**src/rtl/skew_lookup_ctrl.sv**
```systemverilog
// skew_lookup_ctrl: two-bank lookup controller with alternating insert victim and saturating hit/miss statistics
module skew_lookup_ctrl #(
    parameter int WIDTH     = 64,
    parameter int CNT_WIDTH = 16
) (
    input  logic                 clk,
    input  logic                 rst,
    input  logic                 req_valid_i,
    output logic                 req_ready_o,
    input  logic [WIDTH-1:0]     req_data_i,
    input  logic                 req_insert_i,
    output logic                 resp_valid_o,
    input  logic                 resp_ready_i,
    output logic                 resp_hit_o,
    output logic                 resp_side_o,
    output logic                 bank_read_o,
    output logic [WIDTH-1:0]     bank_data_o,
    output logic [1:0]           bank_write_o,
    input  logic [1:0]           bank_hit_i,
    input  logic                 stats_clr_i,
    output logic [CNT_WIDTH-1:0] hit_cnt_o,
    output logic [CNT_WIDTH-1:0] miss_cnt_o
);
    localparam logic [1:0] IDLE   = 2'd0;
    localparam logic [1:0] LOOKUP = 2'd1;
    localparam logic [1:0] INSERT = 2'd2;
    localparam logic [1:0] RESP   = 2'd3;

    logic [1:0]           state_q, state_d;
    logic [WIDTH-1:0]     key_q, key_d;
    logic                 insert_q, insert_d;
    logic                 victim_q, victim_d;
    logic                 resp_valid_q, resp_valid_d;
    logic                 resp_hit_q, resp_hit_d;
    logic                 resp_side_q, resp_side_d;
    logic [CNT_WIDTH-1:0] hit_cnt_q, hit_cnt_d;
    logic [CNT_WIDTH-1:0] miss_cnt_q, miss_cnt_d;
    logic                 accept, lookup, any_hit, resp_done;

    always_comb begin
        accept       = state_q == IDLE && req_valid_i;
        lookup       = state_q == LOOKUP;
        any_hit      = |bank_hit_i;
        resp_done    = resp_valid_q && resp_ready_i;
        state_d      = state_q == IDLE   ? (req_valid_i ? LOOKUP : IDLE)
                     : lookup            ? ((!any_hit && insert_q) ? INSERT : RESP)
                     : state_q == INSERT ? RESP
                     : (resp_done ? IDLE : RESP);
        key_d        = accept ? req_data_i : key_q;
        insert_d     = accept ? req_insert_i : insert_q;
        victim_d     = state_q == INSERT ? ~victim_q : victim_q;
        resp_hit_d   = lookup ? any_hit : resp_hit_q;
        // left bank wins a double hit; misses report the left side unless an insert picks the victim
        resp_side_d  = lookup ? (any_hit && !bank_hit_i[0])
                     : state_q == INSERT ? victim_q : resp_side_q;
        // first RESP cycle only settles the response registers, valid rises one edge later
        resp_valid_d = state_q == RESP && !resp_done;
        hit_cnt_d    = stats_clr_i ? '0
                     : (lookup && any_hit && !(&hit_cnt_q)) ? hit_cnt_q + CNT_WIDTH'(1) : hit_cnt_q;
        miss_cnt_d   = stats_clr_i ? '0
                     : (lookup && !any_hit && !(&miss_cnt_q)) ? miss_cnt_q + CNT_WIDTH'(1) : miss_cnt_q;
    end

    always_ff @(posedge clk or negedge rst) begin
        if (!rst) begin
            state_q      <= IDLE;
            key_q        <= '0;
            insert_q     <= 1'b0;
            victim_q     <= 1'b0;
            resp_valid_q <= 1'b0;
            resp_hit_q   <= 1'b0;
            resp_side_q  <= 1'b0;
            hit_cnt_q    <= '0;
            miss_cnt_q   <= '0;
        end else begin
            state_q      <= state_d;
            key_q        <= key_d;
            insert_q     <= insert_d;
            victim_q     <= victim_d;
            resp_valid_q <= resp_valid_d;
            resp_hit_q   <= resp_hit_d;
            resp_side_q  <= resp_side_d;
            hit_cnt_q    <= hit_cnt_d;
            miss_cnt_q   <= miss_cnt_d;
        end
    end

    assign req_ready_o  = state_q == IDLE;
    assign bank_read_o  = state_q == LOOKUP;
    assign bank_write_o = state_q == INSERT ? (victim_q ? 2'b10 : 2'b01) : 2'b00;
    assign bank_data_o  = key_q;
    assign resp_valid_o = resp_valid_q;
    assign resp_hit_o   = resp_hit_q;
    assign resp_side_o  = resp_side_q;
    assign hit_cnt_o    = hit_cnt_q;
    assign miss_cnt_o   = miss_cnt_q;
endmodule

```
**config.mk**
```make
export PLATFORM = sky130hd
export DESIGN_NAME = skew_lookup_ctrl
export DESIGN_NICKNAME = d
export VERILOG_FILES = /design/src/rtl/skew_lookup_ctrl.sv
export SDC_FILE = /design/constraint.sdc
export NUM_CORES = 1
export LEC_CHECK = 0
export BUFFER_PORTS_ARGS = -buffer_cell sky130_fd_sc_hd__buf_2
export CORE_MARGIN = 10
export CORE_UTILIZATION = 49
export CTS_CLUSTER_SIZE = 30
export DETAILED_ROUTE_END_ITERATION = 10
export HOLD_SLACK_MARGIN = 0.15
export PLACE_DENSITY = 0.8
export SETUP_SLACK_MARGIN = 0.15
export SYNTH_ARGS = -nofsm -noshare
export SYNTH_HDL_FRONTEND = slang
export SYNTH_SLANG_ARGS = --single-unit
export TNS_END_PERCENT = 30
```
**constraint.sdc**
```tcl
create_clock -name clk -period 2.4 [get_ports clk]
set_clock_uncertainty 0.1 [all_clocks]
set_input_delay 0.48 -clock clk [delete_from_list [all_inputs] [get_ports clk]]
set_output_delay 0.48 -clock clk [all_outputs]
set_load 0.01 [all_outputs]
```
Word level (Yosys, flattened, before mapping)
Index checks and enable logic that the tools add are counted.

Bits in registers: 103. Input bits: 72. Output and inout port bits: 103. Word-level logic and storage cells: 50.

Add/subtract/negate cells: 2. Equality and inequality tests: 3. Muxes and demuxes: 14. Bitwise logic cells: 1. Reduce and logical (&&, ||, !) cells: 21.

Operators by type and width (count): two-way mux 16 bit (4); adder 16 x 1 -> 16 bit, second input constant (2); AND reduction 16 bit (2); two-way mux 2 bit (6); logical AND 1 bit (9); nonzero test 2 bit (3); zero test 1 bit (5); equality test 2 bit, second input constant (2); two-way mux 1 bit (4); equality test 2 x 1 -> 1 bit, second input constant (1); zero test 2 bit (1); OR reduction 2 bit (1); NOT 1 bit (1).

Logic depth before layout (Yosys ltp)
Gate-level depths: netlist (run 1).

Word-level depth: 6. Depth in mapped cells: 8. Gate-level depth less buffers: 6.

Worst setup path after synthesis (run 1)
No wires, ideal clock.

Kind: flip-flop to flip-flop. Start: reg state_q[1]. End: reg hit_cnt_q[12], in the netlist hit_cnt_o[12]. Setup time: 125 ps. Arrival: 2001 ps. Data required time: 2175 ps. Setup slack: 174 ps. Cell stages (with the launch flop): 8. Path buffers: 1. Period minus slack after synthesis: 2226 ps. Path through: dfrtp_1 > inv_1 > ha_1 > buf_4 > o21ai_1 > or4_4 > nor4_2 > mux2_2.

Word-level cells in the longest chain between the ends: 4.

RTL lines: from (decl) (RTL line 29) `logic [1:0] state_q, state_d;`; from (signal assigned) (RTL line 76) `state_q <= state_d;`; equality test 2 x 1 -> 1 bit; named net bank_read_o (RTL line 16) `output logic bank_read_o,`; logical AND 1 bit (2 in series) (RTL line 59) `: (lookup && any_hit && !(&hit_cnt_q)) ? hit_cnt_q + CNT_WIDTH'(1) : hit_cnt_q;`; nonzero test 2 bit (no line); to (signal assigned) (RTL line 83) `hit_cnt_q <= hit_cnt_d;`; to (decl) (RTL line 36) `logic [CNT_WIDTH-1:0] hit_cnt_q, hit_cnt_d;`.

The timed path passes the listed nets, and every way through them passes these cells. A chain may end at the register's enable or synchronous reset.

Worst setup path after layout (run 1)
Start: reg state_q[1]. End: reg miss_cnt_q[13], in the netlist miss_cnt_o[13].

Word-level cells in the longest chain between the ends: 4.

RTL lines: equality test 2 x 1 -> 1 bit (RTL line 42) `lookup = state_q == LOOKUP;`; logical AND 1 bit (2 in series) (RTL line 61) `: (lookup && !any_hit && !(&miss_cnt_q)) ? miss_cnt_q + CNT_WIDTH'(1) : miss_cnt_q;`; nonzero test 2 bit (no line); to (signal assigned) (RTL line 84) `miss_cnt_q <= miss_cnt_d;`; to (decl) (RTL line 37) `logic [CNT_WIDTH-1:0] miss_cnt_q, miss_cnt_d;`.

Every way passes these cells.

==> metrics.md, run 1 <==
| Metric | Value |
|---|---|
| Outcome | complete, no violations |
| Initial core utilization | 50.43% |
| Largest family of logic cells by synthesized area | multiplexers |
| DRC | 0 |
| Crit. End Element | register |
| Row count | 35 |
| Final wirelength | 12420 µm |
| H-tree Lvls | 3 |
| Max Cap Viol | 0 |
| GRT Total Usage | 17.78% |
| CP Launch Type | register |
| Worst slew pin tran | 0.5473 ns |
| Final hold vios | 0 |
| Crit share post-route | 89.82% |
| Core ar. | 9240 µm² |
| Maximum vdd drop | 0.7052 mV |
| Yosys cell types | 43 |
| Layout cells sized above 1 | 51.85% |
| Total grt overflow | 0 |
| Pwr/cell area | 947.3 nW/µm² |
| Fillers | 762 |
| CTS Buffer Depth | 2 |
| TritonCTS Buffers | 9 |
| Min-delay worst type | input pin to register |
| Antenna diodes | 0 |
| I/O pins | 175 |
| Post-Syn Instances | 381 |
| Hpwl dp | 9838 µm |
| Multiplexer share of the synthesized area | 20.25% |
| IO Port Bufs | 174 |
| Fmax | 0.4639 GHz |
| Tmin final | 2.156 ns |
| CP arrival | 2.29 ns |
| Synth Area in Simple Gates | 14.02% |
| Worst setup path class | register to register |
| Post-Syn Area per Cell | 12.23 µm² |
| Synth area leaders | dfrtp_1 55%, mux2_2 20%, nor2b_1 2.4% |
| Final setup violation count | 0 |
| Synth Register Bits | 103 |
| Slew Viols, Final | 0 |
| Maximum fanout along the worst path | 7 |
| Initial DRC Count | 195 |
| Dpl cells | 679 |
| Clk sinks | 103 |
| Die Y | 117.5 µm |
| Post-Synth XOR/XNOR Area | 0.1880% |
| Worst-path clk slew | 0.10 ns |
| Relative slew margins | 63.21% |
| Netlist Area Pre-Place | 4659 µm² |
| Post-synthesis sequential area ratio | 55.32% |
| Drt wl/cell | 17.84 µm |
| Vias | 3666 |
| Critical Path RT | 2.54 ns |
| Post CTS Setup Buffer Count | 0 |
| Fin area | 5948 µm² |
| RSZ-0062 raised after global routing | yes |
| Yosys top cell area share | 55.32% |
| Commonest non-fill, non-tap cell in the layout | buf_2 |
| Mapped Nets | 459 |
| Die width | 117.5 µm |
| Final cell count without fillers | 696 |
| Via/cell ratio | 5.267 |
| Root buffer cell | clkbuf_8 |
| Most frequent cells in the layout | 173 x buf_2, 103 x dfrtp_1, 82 x mux2_2 |
| Setup TNS | 0 ns |
| Most area-hungry cell type in the Yosys netlist | dfrtp_1 |
| Tot Pwr | 5.635 mW |
| Pre-antenna DRT Iters | 5 |
| Synth warnings | 0 |
| Synth Area in Compound Gates | 6.498% |
| Number of global-route vias before repair | 3869 |
| Gpl congestion | 0.9091 |
| Antenna-violating nets left | 0 |
| Clock latency on the worst-skew pair | 0.35 ns |
| CTS tree | done |
| Final Net Count | 640 |
| Area of the die | 13810 µm² |
| Pleak | 2.978 nW |
| Placed cell area | 5748 µm² |
| First-pass GRT wire length | 20310 µm |
| Area share of fa/ha/maj cells after synthesis | 1.611% |
| Syn-to-layout area delta | 27.66% |
| Initial antenna violation count | 0 |
| Largest net degree at the start of global routing | 53 |
final timing paths:
check                                from               to  slack (ns)  cells past startpoint
max                            state_q[1]   miss_cnt_o[13]        0.24                      6
min                        req_data_i[34]  bank_data_o[34]        0.25                      2
max reg2reg                    state_q[1]   miss_cnt_o[13]        0.24                      6
min reg2reg                    resp_hit_o       resp_hit_o        0.39                      2
max in group asynchronous             rst   bank_data_o[5]        1.05                      3
min in group asynchronous             rst         victim_q        0.43                      2
metrics by stage:
step / utilization [%] / setup WS [ns] / hold WS (ns)
final: 64.37 / 0.2442 / 0.2489
after global routing: 64.37 / 0.1372 / 0.2113
after CTS: 64.25 / 0.1883 / 0.2223
after detailed placement: 62.21 / 0.2023 / 0.2549
after global placement: 62.21 / 0.2674 / 0.2510
after floorplan: - / 0.1743 / 0.08441
critical path, cell delays in order, from the launching register on:
cell	delay (ns)
dfrtp_1	0.43
inv_1	0.09
ha_2	0.24
and4bb_1	0.36
nand4_1	0.16
a211oi_1	0.29
mux2_2	0.37
repair_timing:
item	CTS	global route
endpoints found under the hold margin	13	0
setup endpoints to repair	0	3
hold buffers	1	0
resized for setup	0	2
power breakdown:
group	switching (mW)	total (mW)	internal, mW
logic	0.983	1.98	0.998
registers	0.326	2.65	2.33
clock network	0.613	1.00	0.389
cells by family after synthesis:
| kind of cell | count (synthesis) |
|---|---|
| compound gates | 49 |
| xor+xnor | 1 |
| fa+ha+maj | 6 |
| buf+inv | 24 |
| flops | 103 |
| mux | 84 |
| simple gates | 114 |
routing by layer:
layer  track usage [%]  wire (µm)  vias to the layer above
met5                 0          0                        -
met4             3.478         63                        0
met3             10.60       1511                        4
met2             29.97       6186                      143
met1             18.79       4655                     1788
li1                  -          -                     1731
flip-flops by register name, summed over array words and instances, names as in the netlist:
register / count
bank_data_o: 64
hit_cnt_o: 16
insert_q: 1
miss_cnt_o: 16
resp_hit_o: 1
resp_side_o: 1
resp_valid_o: 1
state_q: 2
victim_q: 1
cell usage after synthesis, drive strengths merged:
cell type / number
clkbuf: 11
nor4b: 1
nor2: 24
nand4: 11
mux2i: 2
nand2: 22
and4bb: 1
nor3b: 1
o21ai: 8
and4: 1
o41ai: 4
nor3: 4
a2111oi: 1
a31oi: 5
inv: 8
nand3: 9
nor4: 5
or4: 4
or2: 2
o31ai: 3
and2: 3
xor2: 1
o311ai: 3
nand2b: 2
nand3b: 1
mux2: 82
a21oi: 20
ha: 6
o31a: 1
and3: 5
nor2b: 18
o21a: 1
dfrtp: 103
a211oi: 3
buf: 5
final cells by class:
cell class | count | area [µm²] | area share (%)
sequential | 103 | 2577 | 43.33
multi-input combinational | 254 | 1997 | 33.57
timing repair buffer | 186 | 1003 | 16.87
tap | 129 | 161.4 | 2.714
clock buffer | 9 | 123.9 | 2.082
clock inverter | 7 | 55.05 | 0.9255
inverter | 8 | 30.03 | 0.5048
Note: power is estimated with default switching activity, not from simulation.
==> inputs of run 2 (changes only) <==
Settings changed: CAP_MARGIN set to 20.
Clock period 2.4 ns to 2.3 ns, I/O delays scaled along.
==> run 2 against run 1 <==
Effect of this change: sequential power rose by 4%; register-to-register slack got worse by 0.07 ns; largest cell class unchanged; worst setup slack got worse by 0.071 ns; combinational power rose by 5%; final area rose by 0.23%; final cell count fell by 0.14%; highest routed layer unchanged; first-iteration DRC count rose by 18%; global-route usage fell by 0.29 points; hold slack got worse by 0.0073 ns; wire length rose by 1.1%.
==> metrics.md, run 2 (synthesis results as in run 1) <==
| Metric | Value |
|---|---|
| Vias | 3711 |
| Largest net degree at the start of global routing | 50 |
| Antenna diodes | 0 |
| Final setup violation count | 0 |
| Clock latency on the worst-skew pair | 0.34 ns |
| Die width | 117.5 µm |
| Switch Pwr | 1.987 mW |
| Tmin final | 2.126 ns |
| Worst reg2reg path depth | 6 |
| CP arrival | 2.26 ns |
| Outcome | complete, no violations |
| Crit. End Element | register |
| Maximum fanout along the worst path | 6 |
| Gpl congestion | 0.8604 |
| Layout cells sized above 1 | 51.77% |
| Slew Viols, Final | 0 |
| FF/Latch Area | 2577 µm² |
| Antenna-violating nets left | 0 |
| Setup TNS | 0 ns |
| Tot Pwr | 5.975 mW |
| DRC | 0 |
| CTS Buffer Depth | 2 |
| H-tree Lvls | 3 |
| Largest register FFs | 64 |
| Critical Path RT | 2.43 ns |
| Via/cell ratio | 5.340 |
| Maximum vdd drop | 0.6825 mV |
| Worst Hold Depth | 2 |
| Row count | 35 |
| First-pass GRT wire length | 20310 µm |
| Initial DRC Count | 231 |
| Worst slew pin tran | 0.5174 ns |
| Area of the multi-input gates | 2002 µm² |
| Worst R2R Start | state_q[1] |
| Critical R2R Capture | hit_cnt_o[12] |
| FF-to-FF setup slack | 0.17 ns |
| Hpwl dp | 9890 µm |
| Worst-path clk slew | 0.10 ns |
| Dpl cells | 676 |
| Pleak | 2.981 nW |
| TritonCTS Buffers | 9 |
| Min-delay worst type | input pin to register |
| Final core occ | 64.52% |
| Final cell count without fillers | 695 |
| Number of global-route vias before repair | 4031 |
| Drt wl/cell | 18.06 µm |
| Reg power frac | 46.2% |
| Final Net Count | 639 |
| Worst setup path class | register to register |
| Initial antenna violation count | 0 |
| Min-Delay Startpoint | req_data_i[36] |
| Clk sinks | 103 |
| Worst Hold End | bank_data_o[36] |
| Pre-antenna DRT Iters | 4 |
| Die Y | 117.5 µm |
| Area of the die | 13810 µm² |
| Core ar. | 9240 µm² |
| Relative slew margins | 65.25% |
| Commonest non-fill, non-tap cell in the layout | buf_2 |
| Root buffer cell | clkbuf_8 |
| Final wirelength | 12550 µm |
| CTS tree | done |
| Comb power frac | 34.9% |
| Fillers | 738 |
| Max Cap Viol | 0 |
| RSZ-0062 raised after global routing | yes |
| I/O pins | 175 |
| Switching part of the total | 33.26% |
| Syn-to-layout area delta | 27.95% |
| Crit share post-route | 92.46% |
| Pwr/cell area | 1002 nW/µm² |
| Clock power share | 19.0% |
| Total grt overflow | 0 |
| CP Launch Type | register |
| Initial core utilization | 50.43% |
| Final hold vios | 0 |
| Fmax | 0.4703 GHz |
| IO Port Bufs | 174 |
| Pint | 3.988 mW |
| Most frequent cells in the layout | 173 x buf_2, 103 x dfrtp_1, 82 x mux2_2 |
| GRT Total Usage | 17.49% |
-- run 2: cell count changes in the layout (fill, tap and decap cells not counted), sizes merged --
cell    before  now
inv         11   10
buf        185  184
bufinv       0    1
clkbuf       9   10
clkinv       2    1
-- run 2: what timing repair did --
item	CTS	global route
resized for setup	0	1
setup buffers	2	0
hold buffers	1	0
endpoints found under the hold margin	32	0
endpoints found under the setup margin	1	6
-- run 2: how the worst max path moves through the flow --
stage	startpoint	slack (ns)	end	cells after the start
after floorplan	state_q[1]	0.18	hit_cnt_o[12]	7
after global placement	state_q[1]	0.21	hit_cnt_o[12]	6
after detailed placement	state_q[1]	0.15	hit_cnt_o[12]	6
after CTS	state_q[1]	0.17	hit_cnt_o[12]	6
after global routing	state_q[1]	0.05	miss_cnt_o[15]	6
final	state_q[1]	0.17	hit_cnt_o[12]	6
-- run 2: stage by stage --
stage | worst slack (ns) | area, µm² | hold slack [ns]
3_5_place_dp | 0.1520 | 5742 | 0.3406
3_3_place_gp | 0.2127 | 5742 | 0.3373
2_1_floorplan | 0.1827 | 4676 | 0.06441
5_1_grt | 0.05482 | 5962 | 0.2123
6_report | 0.1735 | 5962 | 0.2415
4_1_cts | 0.1666 | 5962 | 0.2192
-- run 2: worst max-delay path, cell delays in order (launching register included) --
cell	delay (ns)
dfrtp_1	0.43
inv_1	0.12
ha_4	0.17
o21ai_2	0.10
or4_4	0.56
nor4_2	0.18
mux2_2	0.36
-- run 2: routing by layer --
metal  part of all wire, %  up-vias  GRT usage, %
met4                  0.45        0         3.478
met3                    11        4         9.305
li1                      -     1726             -
met2                    50      147         31.05
met5                     0        -             0
met1                    38     1834         17.84
-- run 2: cell type report --
type,count,area share (%)
Clock inverter,6,1.133
Clock buffer,10,2.141
Timing Repair Buffer,185,16.71
Inverter,8,0.5037
Multi-Input combinational cell,254,33.58
Sequential cell,103,43.23
Tap cell,129,2.707
-- run 2: power groups by stage --
stage,combinational (mW),clock [mW],sequential [mW]
2_1_floorplan,0.816,0,3.05
3_3_place_gp,2.05,0,2.75
3_5_place_dp,2.12,0,2.80
4_1_cts,2.15,1.17,2.77
5_1_grt,2.28,1.25,2.85
6_report,2.08,1.13,2.76
==> inputs of run 3 (changes only) <==
Settings changed: CORE_MARGIN 10 to not set.
==> run 3 against run 2 <==
Effect of this change: hold slack lost 0.015 ns; first-iteration DRC count shrank 26%; fmax grew 0.25%; critical endpoint unchanged; highest routed layer unchanged; final cell count shrank 0.14%; combinational power shrank 4%; via count shrank 0.86%; largest cell class unchanged; total power shrank 0.97%; sequential share of layout area is essentially flat.
==> metrics.md, run 3 (synthesis results as in run 1) <==
| Metric | Value |
|---|---|
| Area of the die | 9903 µm² |
| Largest register FFs | 64 |
| Crit-path cells | inv_1 -> ha_4 -> o21ai_2 -> or4_4 -> nor4_2 -> mux2_2 |
| Initial core utilization | 50.43% |
| Number of global-route vias before repair | 3638 |
| Cell with the largest stage delay on the worst path | or4_4 |
| Worst slew pin tran | 0.5167 ns |
| Maximum vdd drop | 0.6421 mV |
| Final setup margin | 0.1789 ns |
| Slew Viols, Final | 0 |
| I/O pins | 175 |
| Final Net Count | 638 |
| RSZ-0062 raised after global routing | yes |
| Root buffer cell | clkbuf_8 |
| GRT Total Usage | 21.99% |
| First-pass GRT wire length | 17260 µm |
| Die Y | 99.52 µm |
| Maximum fanout along the worst path | 10 |
| TritonCTS Buffers | 9 |
| Initial antenna violation count | 0 |
| CTS Buffer Depth | 2 |
| Pwr/cell area | 992.6 nW/µm² |
| Die width | 99.52 µm |
| Critical path's largest stage delay | 0.55 ns |
| Largest net degree at the start of global routing | 47 |
| Worst setup path class | register to register |
| Syn-to-layout area delta | 27.93% |
| Total grt overflow | 0 |
| Hpwl dp | 7832 µm |
| Final setup violation count | 0 |
| Min Hold Slack | 0.2270 ns |
| Initial DRC Count | 172 |
| Final hold vios | 0 |
| Final wirelength | 10620 µm |
| Layout cells sized above 1 | 51.86% |
| Relative slew margins | 65.30% |
| Setup TNS | 0 ns |
| Commonest non-fill, non-tap cell in the layout | buf_2 |
| Core ar. | 9240 µm² |
| Outcome | complete, no violations |
| Most frequent cells in the layout | 173 x buf_2, 103 x dfrtp_1, 82 x mux2_2 |
| Tot Pwr | 5.916 mW |
| Clock latency on the worst-skew pair | 0.36 ns |
| Critical Path RT | 2.45 ns |
| Max Cap Viol | 0 |
| Worst-path clk slew | 0.11 ns |
| CTS tree | done |
| Crit share post-route | 92.22% |
| Clk sinks | 103 |
| Gpl congestion | 0.8757 |
| Antenna-violating nets left | 0 |
| CP arrival | 2.27 ns |
| Crit. End Element | register |
| Antenna diodes | 0 |
| Tmin final | 2.121 ns |
| Pleak | 2.983 nW |
| DRC | 0 |
| Min-delay worst type | input pin to register |
| CP Launch Type | register |
| Fmax | 0.4714 GHz |
| Dpl ws | 0.1835 ns |
| Vias | 3679 |
| Via/cell ratio | 5.301 |
| Pre-antenna DRT Iters | 4 |
| IO Port Bufs | 174 |
| Row count | 35 |
| H-tree Lvls | 3 |
| Drt wl/cell | 15.30 µm |
==> run 3: cell types whose count changed in the layout (fill, tap and decap cells not counted), sizes merged <==
cell | previous run | this run
buf | 184 | 183
clkbuf | 10 | 9
clkinv | 1 | 2
clkinvlp | 2 | 1
inv | 10 | 11
==> run 3: layer usage <==
| metal | up-vias | part of all wire, % | track usage [%] |
|---|---|---|---|
| met5 | - | 0 | 0 |
| met4 | 0 | 0.84 | 4.751 |
| met3 | 9 | 7.0 | 6.676 |
| met2 | 135 | 51 | 38.03 |
| met1 | 1807 | 42 | 27.26 |
| li1 | 1728 | - | - |
==> run 3: power by group <==
| group | switching [mW] | leakage (nW) | internal [mW] |
|---|---|---|---|
| clock network | 0.650 | 0.101 | 0.516 |
| logic | 0.954 | 1.57 | 1.03 |
| registers | 0.338 | 1.31 | 2.43 |
==> run 3: area by class of cell <==
cell class	instances	area [µm²]
Clock inverter	7	77.57
Clock buffer	9	123.9
Multi-Input combinational cell	254	2002
Timing Repair Buffer	184	988.4
Tap cell	129	161.4
Sequential cell	103	2577
Inverter	8	30.03
Fill cell	759	3279
==> run 3: worst paths after layout <==
kind | start | endpoint | slack (ns) | cells past startpoint
min in group asynchronous | rst | hit_cnt_o[3] | 0.48 | 2
min reg2reg | bank_data_o[28] | bank_data_o[28] | 0.41 | 1
max | state_q[1] | hit_cnt_o[12] | 0.18 | 6
max in group asynchronous | rst | bank_data_o[49] | 1.06 | 3
max reg2reg | state_q[1] | hit_cnt_o[12] | 0.18 | 6
min | req_data_i[44] | bank_data_o[44] | 0.23 | 2
==> run 3: critical path, delay by kind of cell (launching register included) <==
kind	cells	cell delay, ns
buffers and inverters	1	0.12
adder cells (fa/ha/maj)	1	0.20
AND/OR/NAND/NOR	2	0.71
AO/OA/AOI/OAI	1	0.11
multiplexers	1	0.37
flip-flops	1	0.43
==> run 3: what timing repair did <==
action	CTS	global route
buffers inserted	0	0
resized for setup	0	1
endpoints found under the hold margin	28	0
endpoints found under the setup margin	0	6
hold buffers	1	0
==> run 3: stage by stage <==
stage               cells  utilization (%)  instance area (µm²)
floorplan             381                -                 4676
global placement      677            62.22                 5749
CTS                   694            64.51                 5961
finish                694            64.51                 5961
global route          694            64.51                 5961
detailed placement    677            62.22                 5749
